$ cat config.mk
export PLATFORM = sky130hd
export DESIGN_NAME = pc_sequencer_flat
export DESIGN_NICKNAME = d
export VERILOG_FILES = /design/src/rtl/pc_pkg.sv /design/src/rtl/pc_sequencer_if.sv /design/src/rtl/pc_next_mux.sv /design/src/rtl/pc_sequencer.sv /design/src/flat_wrapper.sv
export SDC_FILE = /design/constraint.sdc
export NUM_CORES = 1
export LEC_CHECK = 0
export BUFFER_PORTS_ARGS = -buffer_cell sky130_fd_sc_hd__buf_2
export CORE_MARGIN = 4
export CORE_UTILIZATION = 52
export DETAILED_ROUTE_END_ITERATION = 6
export PLACE_DENSITY = 0.87
export SYNTH_ARGS = -nofsm -noshare
export SYNTH_HDL_FRONTEND = slang
export SYNTH_SLANG_ARGS = --single-unit
$ cat constraint.sdc
create_clock -name Clk -period 3 [get_ports Clk]
set_input_delay 0.15 -clock Clk [delete_from_list [all_inputs] [get_ports Clk]]
set_output_delay 0.15 -clock Clk [all_outputs]
set_load 0.01 [all_outputs]
$ cat src/rtl/pc_pkg.sv
// Shared encodings and default vectors for the fetch-stage PC sequencer.
package pc_pkg;

    localparam logic [1:0] ST_RUN   = 2'd0;
    localparam logic [1:0] ST_FLUSH = 2'd1;
    localparam logic [1:0] ST_HALT  = 2'd2;

    typedef enum logic [2:0] {
        SEL_INC,
        SEL_HOLD,
        SEL_BR,
        SEL_J,
        SEL_EXC
    } pc_sel_e;

    localparam logic [31:0] DEF_RESET_VECTOR = 32'h0000_0000;
    localparam logic [31:0] DEF_EXC_VECTOR   = 32'h8000_0180;
    localparam int          DEF_INC          = 4;
    localparam int          DEF_FLUSH_CYCLES = 1;
    localparam int          FLUSH_CNT_W      = 3;

endpackage

$ cat src/rtl/pc_sequencer_if.sv
// Control/target inputs and PC outputs between hazard logic, the sequencer and imem.
interface pc_sequencer_if #(
    parameter int WIDTH = 32
);
    logic             Stall;
    logic             BranchTaken;
    logic [WIDTH-1:0] BranchTarget;
    logic             Jump;
    logic [WIDTH-1:0] JumpTarget;
    logic             Exception;
    logic             Halt;
    logic [WIDTH-1:0] PCResult;
    logic [WIDTH-1:0] PCAddResult;
    logic             Flush;
    logic             Valid;
    logic             Misaligned;

    modport master (
        output Stall, BranchTaken, BranchTarget, Jump, JumpTarget, Exception, Halt,
        input  PCResult, PCAddResult, Flush, Valid, Misaligned
    );

    modport slave (
        input  Stall, BranchTaken, BranchTarget, Jump, JumpTarget, Exception, Halt,
        output PCResult, PCAddResult, Flush, Valid, Misaligned
    );
endinterface

$ cat src/rtl/pc_next_mux.sv
// Priority next-PC select (Exception > Branch > Jump > Stall > +INC), combinational.
// Misaligned branch/jump targets are replaced by the exception vector.
module pc_next_mux
    import pc_pkg::*;
#(
    parameter int               WIDTH      = 32,
    parameter int               INC        = DEF_INC,
    parameter logic [WIDTH-1:0] EXC_VECTOR = WIDTH'(DEF_EXC_VECTOR)
) (
    input  logic [WIDTH-1:0] pc_i,
    input  logic             stall_i,
    input  logic             br_i,
    input  logic [WIDTH-1:0] br_tgt_i,
    input  logic             j_i,
    input  logic [WIDTH-1:0] j_tgt_i,
    input  logic             exc_i,
    output logic [WIDTH-1:0] next_pc_o,
    output logic             redirect_o,
    output logic             misaligned_o
);
    localparam logic [WIDTH-1:0] ALIGN_MASK = WIDTH'(INC - 1);
    localparam logic [WIDTH-1:0] INC_W      = WIDTH'(INC);

    pc_sel_e          sel;
    logic [WIDTH-1:0] tgt;

    always_comb begin
        sel = SEL_INC;
        if (exc_i)        sel = SEL_EXC;
        else if (br_i)    sel = SEL_BR;
        else if (j_i)     sel = SEL_J;
        else if (stall_i) sel = SEL_HOLD;
    end

    always_comb begin
        tgt          = (sel == SEL_BR) ? br_tgt_i : j_tgt_i;
        misaligned_o = 1'b0;
        redirect_o   = 1'b0;
        next_pc_o    = pc_i;
        case (sel)
            SEL_INC:  next_pc_o = pc_i + INC_W;
            SEL_HOLD: next_pc_o = pc_i;
            SEL_EXC: begin
                redirect_o = 1'b1;
                next_pc_o  = EXC_VECTOR;
            end
            SEL_BR, SEL_J: begin
                redirect_o   = 1'b1;
                misaligned_o = |(tgt & ALIGN_MASK);
                next_pc_o    = misaligned_o ? EXC_VECTOR : tgt;
            end
            default: next_pc_o = pc_i;
        endcase
    end
endmodule

$ cat src/rtl/pc_sequencer.sv
// Fetch PC register with redirect flush window and halt state; PC updates one edge
// after the selecting input, PCAddResult is combinational from the PC register.
module pc_sequencer
    import pc_pkg::*;
#(
    parameter int               WIDTH        = 32,
    parameter int               INC          = DEF_INC,
    parameter logic [WIDTH-1:0] RESET_VECTOR = WIDTH'(DEF_RESET_VECTOR),
    parameter logic [WIDTH-1:0] EXC_VECTOR   = WIDTH'(DEF_EXC_VECTOR),
    parameter int               FLUSH_CYCLES = DEF_FLUSH_CYCLES
) (
    input logic           Clk,
    input logic           Reset,
    pc_sequencer_if.slave bus
);
    localparam logic [FLUSH_CNT_W-1:0] CNT_LOAD = FLUSH_CNT_W'(FLUSH_CYCLES - 1);

    logic [WIDTH-1:0]       pc_q, pc_d;
    logic [1:0]             state_q, state_d;
    logic [FLUSH_CNT_W-1:0] cnt_q, cnt_d;
    logic                   mis_q, mis_d;

    logic                   halted;
    logic [WIDTH-1:0]       next_pc;
    logic                   redirect;
    logic                   tgt_mis;

    assign halted = (state_q == ST_HALT);

    // While halted only Exception may move the PC; Halt itself acts as a hold.
    pc_next_mux #(
        .WIDTH      (WIDTH),
        .INC        (INC),
        .EXC_VECTOR (EXC_VECTOR)
    ) u_next_mux (
        .pc_i         (pc_q),
        .stall_i      (bus.Stall | bus.Halt | halted),
        .br_i         (bus.BranchTaken & ~halted),
        .br_tgt_i     (bus.BranchTarget),
        .j_i          (bus.Jump & ~halted),
        .j_tgt_i      (bus.JumpTarget),
        .exc_i        (bus.Exception),
        .next_pc_o    (next_pc),
        .redirect_o   (redirect),
        .misaligned_o (tgt_mis)
    );

    always_comb begin
        pc_d    = next_pc;
        state_d = state_q;
        cnt_d   = cnt_q;
        mis_d   = redirect & tgt_mis;
        if (redirect) begin
            state_d = ST_FLUSH;
            cnt_d   = CNT_LOAD;
        end else if (halted) begin
            state_d = ST_HALT;
        end else if (bus.Halt) begin
            state_d = ST_HALT;
            cnt_d   = '0;
        end else if (state_q == ST_FLUSH) begin
            if (cnt_q == '0) state_d = ST_RUN;
            else             cnt_d   = cnt_q - 1'b1;
        end
    end

    always_ff @(posedge Clk or posedge Reset) begin
        if (Reset) begin
            pc_q    <= RESET_VECTOR;
            state_q <= ST_RUN;
            cnt_q   <= '0;
            mis_q   <= 1'b0;
        end else begin
            pc_q    <= pc_d;
            state_q <= state_d;
            cnt_q   <= cnt_d;
            mis_q   <= mis_d;
        end
    end

    assign bus.PCResult    = pc_q;
    assign bus.PCAddResult = pc_q + WIDTH'(INC);
    assign bus.Flush       = (state_q == ST_FLUSH);
    assign bus.Valid       = (state_q == ST_RUN);
    assign bus.Misaligned  = mis_q;
endmodule

$ cat src/flat_wrapper.sv
// flat-port wrapper written by rule: the top's interface ports become plain ports
module pc_sequencer_flat import pc_pkg::*;
#(
    parameter int               WIDTH        = 32,
    parameter int               INC          = DEF_INC,
    parameter logic [WIDTH-1:0] RESET_VECTOR = WIDTH'(DEF_RESET_VECTOR),
    parameter logic [WIDTH-1:0] EXC_VECTOR   = WIDTH'(DEF_EXC_VECTOR),
    parameter int               FLUSH_CYCLES = DEF_FLUSH_CYCLES
)
  (Clk, Reset, bus_Stall, bus_BranchTaken, bus_BranchTarget, bus_Jump, bus_JumpTarget, bus_Exception, bus_Halt, bus_PCResult, bus_PCAddResult, bus_Flush, bus_Valid, bus_Misaligned);
  pc_sequencer_if #(.WIDTH(WIDTH)) bus_i ();
  input logic Clk;
  input logic Reset;
  input wire logic [$bits(bus_i.Stall)-1:0] bus_Stall;
  input wire logic [$bits(bus_i.BranchTaken)-1:0] bus_BranchTaken;
  input wire logic [$bits(bus_i.BranchTarget)-1:0] bus_BranchTarget;
  input wire logic [$bits(bus_i.Jump)-1:0] bus_Jump;
  input wire logic [$bits(bus_i.JumpTarget)-1:0] bus_JumpTarget;
  input wire logic [$bits(bus_i.Exception)-1:0] bus_Exception;
  input wire logic [$bits(bus_i.Halt)-1:0] bus_Halt;
  output wire logic [$bits(bus_i.PCResult)-1:0] bus_PCResult;
  output wire logic [$bits(bus_i.PCAddResult)-1:0] bus_PCAddResult;
  output wire logic [$bits(bus_i.Flush)-1:0] bus_Flush;
  output wire logic [$bits(bus_i.Valid)-1:0] bus_Valid;
  output wire logic [$bits(bus_i.Misaligned)-1:0] bus_Misaligned;
  assign bus_i.Stall = bus_Stall;
  assign bus_i.BranchTaken = bus_BranchTaken;
  assign bus_i.BranchTarget = bus_BranchTarget;
  assign bus_i.Jump = bus_Jump;
  assign bus_i.JumpTarget = bus_JumpTarget;
  assign bus_i.Exception = bus_Exception;
  assign bus_i.Halt = bus_Halt;
  assign bus_PCResult = bus_i.PCResult;
  assign bus_PCAddResult = bus_i.PCAddResult;
  assign bus_Flush = bus_i.Flush;
  assign bus_Valid = bus_i.Valid;
  assign bus_Misaligned = bus_i.Misaligned;
  pc_sequencer #(.WIDTH(WIDTH), .INC(INC), .RESET_VECTOR(RESET_VECTOR), .EXC_VECTOR(EXC_VECTOR), .FLUSH_CYCLES(FLUSH_CYCLES)) u_core (.Clk(Clk), .Reset(Reset), .bus(bus_i));
endmodule
==> flow_metrics.py <==
metrics = {
    "timing": {
        "fmax_ghz": 0.391,
        "hold_violations": 0,
        "clock_skew_ns": 0.0123,
        "max-slew-margin-rel_pct": 33.3,
        "period_needed_ns": 2.56,
        "tns_ns": 0,
        "setup_violations": 0,
        "rsz0062_at_grt": "no",
        "worst_pin_slew_ns": 0.999,
        "timing.final.max_slew_violations": 0,
        "fin_crit_sh_pct": 85.2,
    },
    "pwr": {
        "p_sw_w": 0.000353,
        "power_density_nw_per_um2": 301,
        "p_clk_share_pct": 32.9,
        "swShare_pct": 30.2,
        "seq_power_share_pct": 46.9,
        "leakage_nw": 1.91,
        "p_int_w": 0.000815,
        "vdd_drop_max_uv": 165,
        "combPwrFrac_pct": 20.1,
    },
    "yosys": {
        "synthArstFlopShare_pct": 100,
        "syn_inst": 354,
        "ys.flop_type": "dfrtp_1",
        "synth_top_family_by_area": "simple AND/OR/NAND/NOR gates",
        "ys_ff_latch": 38,
        "synth_compound_area_share_pct": 16.1,
        "yosys_warnings": 0,
        "yosysMostFrequentCell": "dfrtp_1",
        "syn_area_um2": 3100,
        "synth-edff-count": 0,
        "yosys.area.top_type": "dfrtp_1",
        "synth_area_per_cell_um2": 8.74,
        "yosys.area_share.simple_pct": 26.6,
        "synthMuxAreaShare_pct": 6.87,
        "synth_cell_types": 49,
        "synth_area_leaders": "dfrtp_1 (31%), xnor2_1 (8.2%), mux2i_1 (6.1%)",
        "synth-seq-area-share_pct": 30.7,
        "synthTopCellsByCount": "dfrtp_1 (38), xnor2_1 (29), nor2_1 (28), mux2i_1 (19), o22ai_1 (18)",
        "syn_nets": 428,
        "synth_xor_area_share_pct": 13.0,
        "yosysTopAreaCellShare_pct": 30.7,
        "synthAdderAreaFrac_pct": 1.21,
    },
    "floorplanning": {
        "pin_count": 138,
        "num_rows": 27,
        "die_w_um": 85.2,
        "die-area_um2": 7250,
        "fp.dieH_um": 85.2,
        "coreArea_um2": 5640,
        "initial_core_util_pct": 54.9,
    },
    "clock_network": {
        "cts-resized-gates": 0,
        "holdBufCountCts": 0,
        "cts_root_buf": "clkbuf_8",
        "numCtsBuffers": 5,
        "cts_tree": "built",
        "postCtsSetupBuffers": 0,
        "clockBufferDepth": 2,
        "htreeDepth": 2,
        "cts.sinks": 38,
        "insertion_delay_ns": 0.30,
        "clk_pin_slew_ns": 0.08,
    },
    "route": {
        "vias_per_cell": 6.00,
        "ant_nets": 0,
        "dr_total_vias": 3320,
        "drc": 0,
        "drt_pass1_iterations": 6,
        "routed_wirelength_um": 9730,
        "wl_per_cell_um": 17.6,
        "drt-initial-drc-count": 334,
    },
    "setup_path": {
        "criticalPathCategory": "reg -> out",
        "cp.arrival_ns": 2.41,
        "cp-end-kind": "output port",
        "critical_path_required_ns": 2.85,
        "cp_max_fo": 9,
        "startpoint_type": "flip-flop",
    },
    "run_status": {
        "status": "completed",
    },
    "place": {
        "placed_area_um2": 3790,
        "dp.cells": 545,
        "io_buffers": 137,
        "gp_congestion": 0.931,
        "dpl.hpwl_um": 7440,
    },
    "global_routing": {
        "grt_pass1_vias": 3270,
        "grt_max_degree": 26,
        "grt_pass1_wl_um": 15600,
        "grt_usage_pct": 26.6,
        "gr-total-overflow": 0,
        "grt_antenna_before_repair": 0,
    },
    "layout": {
        "design_area_um2": 3880,
        "instances_no_fill": 553,
        "area_growth_pct": 25.3,
        "fill_cells": 474,
        "nNetsFinal": 554,
        "drive_above_1_share_pct": 35.3,
        "diodes": 0,
    },
    "worst_hold_path": {
        "hold_path.class": "in -> async",
    },
    "flow_run": {
        "maxCapViolCount": 0,
    },
}
-- power by group through the flow --
| stage | Sequential, W | Combinational [W] | Clock [W] |
|---|---|---|---|
| global placement | 0.000557 | 0.000228 | 0 |
| global route | 0.000551 | 0.000257 | 0.000408 |
| floorplan | 0.000557 | 0.000126 | 0 |
| detailed placement | 0.000558 | 0.000233 | 0 |
| CTS | 0.000548 | 0.000234 | 0.000383 |
| finish | 0.000549 | 0.000235 | 0.000385 |
-- critical path, cell delays in order (launching register included) --
cell	delay (ns)
dfrtp_1	0.50
and3_1	0.27
nand3_1	0.28
nor3_1	0.58
nand3_1	0.17
xnor2_1	0.16
buf_2	0.15
-- metrics by stage --
stage          worst slack (ns)  hold WS [ns]  util, %  power [W]
2_1_floorplan              1.03         0.275        -   0.000683
3_3_place_gp              0.863         0.399     67.2   0.000785
3_5_place_dp              0.767         0.431     67.2   0.000791
4_1_cts                   0.475        0.0984     68.8    0.00117
5_1_grt                   0.251         0.145     68.8    0.00122
6_report                  0.445        0.0730     68.8    0.00117
-- routing by layer --
layer	wire, um	global-route usage [%]	vias to the layer above
met5	0	0	-
met4	304	10.8	0
met3	908	5.92	31
met2	4790	44.2	192
met1	3720	33.5	1552
li1	-	-	1545
-- final timing paths --
path,depth (start not counted),start,endpoint,slack [ns]
max,6,u_core.bus.PCResult[4]$_DFFE_PP0P_,bus_PCAddResult[25],0.44
min,2,Reset,u_core.bus.PCResult[8]$_DFFE_PP0P_,0.07
max reg2reg,6,u_core.bus.PCResult[2]$_DFFE_PP0P_,u_core.bus.PCResult[28]$_DFFE_PP0P_,0.80
min reg2reg,1,u_core.cnt_q[2]$_DFFE_PP0P_,u_core.cnt_q[2]$_DFFE_PP0P_,0.50
max in group asynchronous,3,Reset,u_core.bus.PCResult[1]$_DFFE_PP0P_,2.14
min in group Clk,3,bus_JumpTarget[12],u_core.bus.PCResult[12]$_DFFE_PP0P_,0.13
-- placed cells by master, fill, tap and decap left out, drive strengths merged, types with 12 or more instances in the layout --
| cell | synthesis | final |
|---|---|---|
| nand3 | 17 | 17 |
| o22ai | 18 | 18 |
| and3 | 16 | 16 |
| dfrtp | 38 | 38 |
| nand4 | 16 | 16 |
| buf | 13 | 143 |
| mux2i | 19 | 19 |
| nor2 | 28 | 28 |
| nor3 | 12 | 12 |
| xnor2 | 29 | 29 |
| nand2 | 15 | 15 |
| xor2 | 17 | 17 |
-- state kept, by name, indices dropped and copies added, names as in the netlist --
| register | flops |
|---|---|
| u_core.bus.PCResult | 32 |
| u_core.cnt_q | 3 |
| u_core.state_q | 2 |
| u_core.bus.Misaligned | 1 |
-- final cells by class --
class	instances	area [um^2]	area share, %
clock buffer	7	86.3	2.23
timing repair buffer	143	731	18.8
clock inverter	1	5.00	0.129
tap	72	90.1	2.32
sequential	38	951	24.5
multi-input combinational	281	1980	50.9
inverter	11	41.3	1.06
-- logic make-up (layout without fill, tap and decap cells) --
kind of cell / Yosys count / in the layout
flops: 38 / 38
mux: 21 / 21
simple gates: 137 / 137
xor+xnor: 46 / 46
compound gates: 74 / 74
fa+ha+maj: 3 / 3
buf+inv: 35 / 162
(Power assumes the default switching activity.)
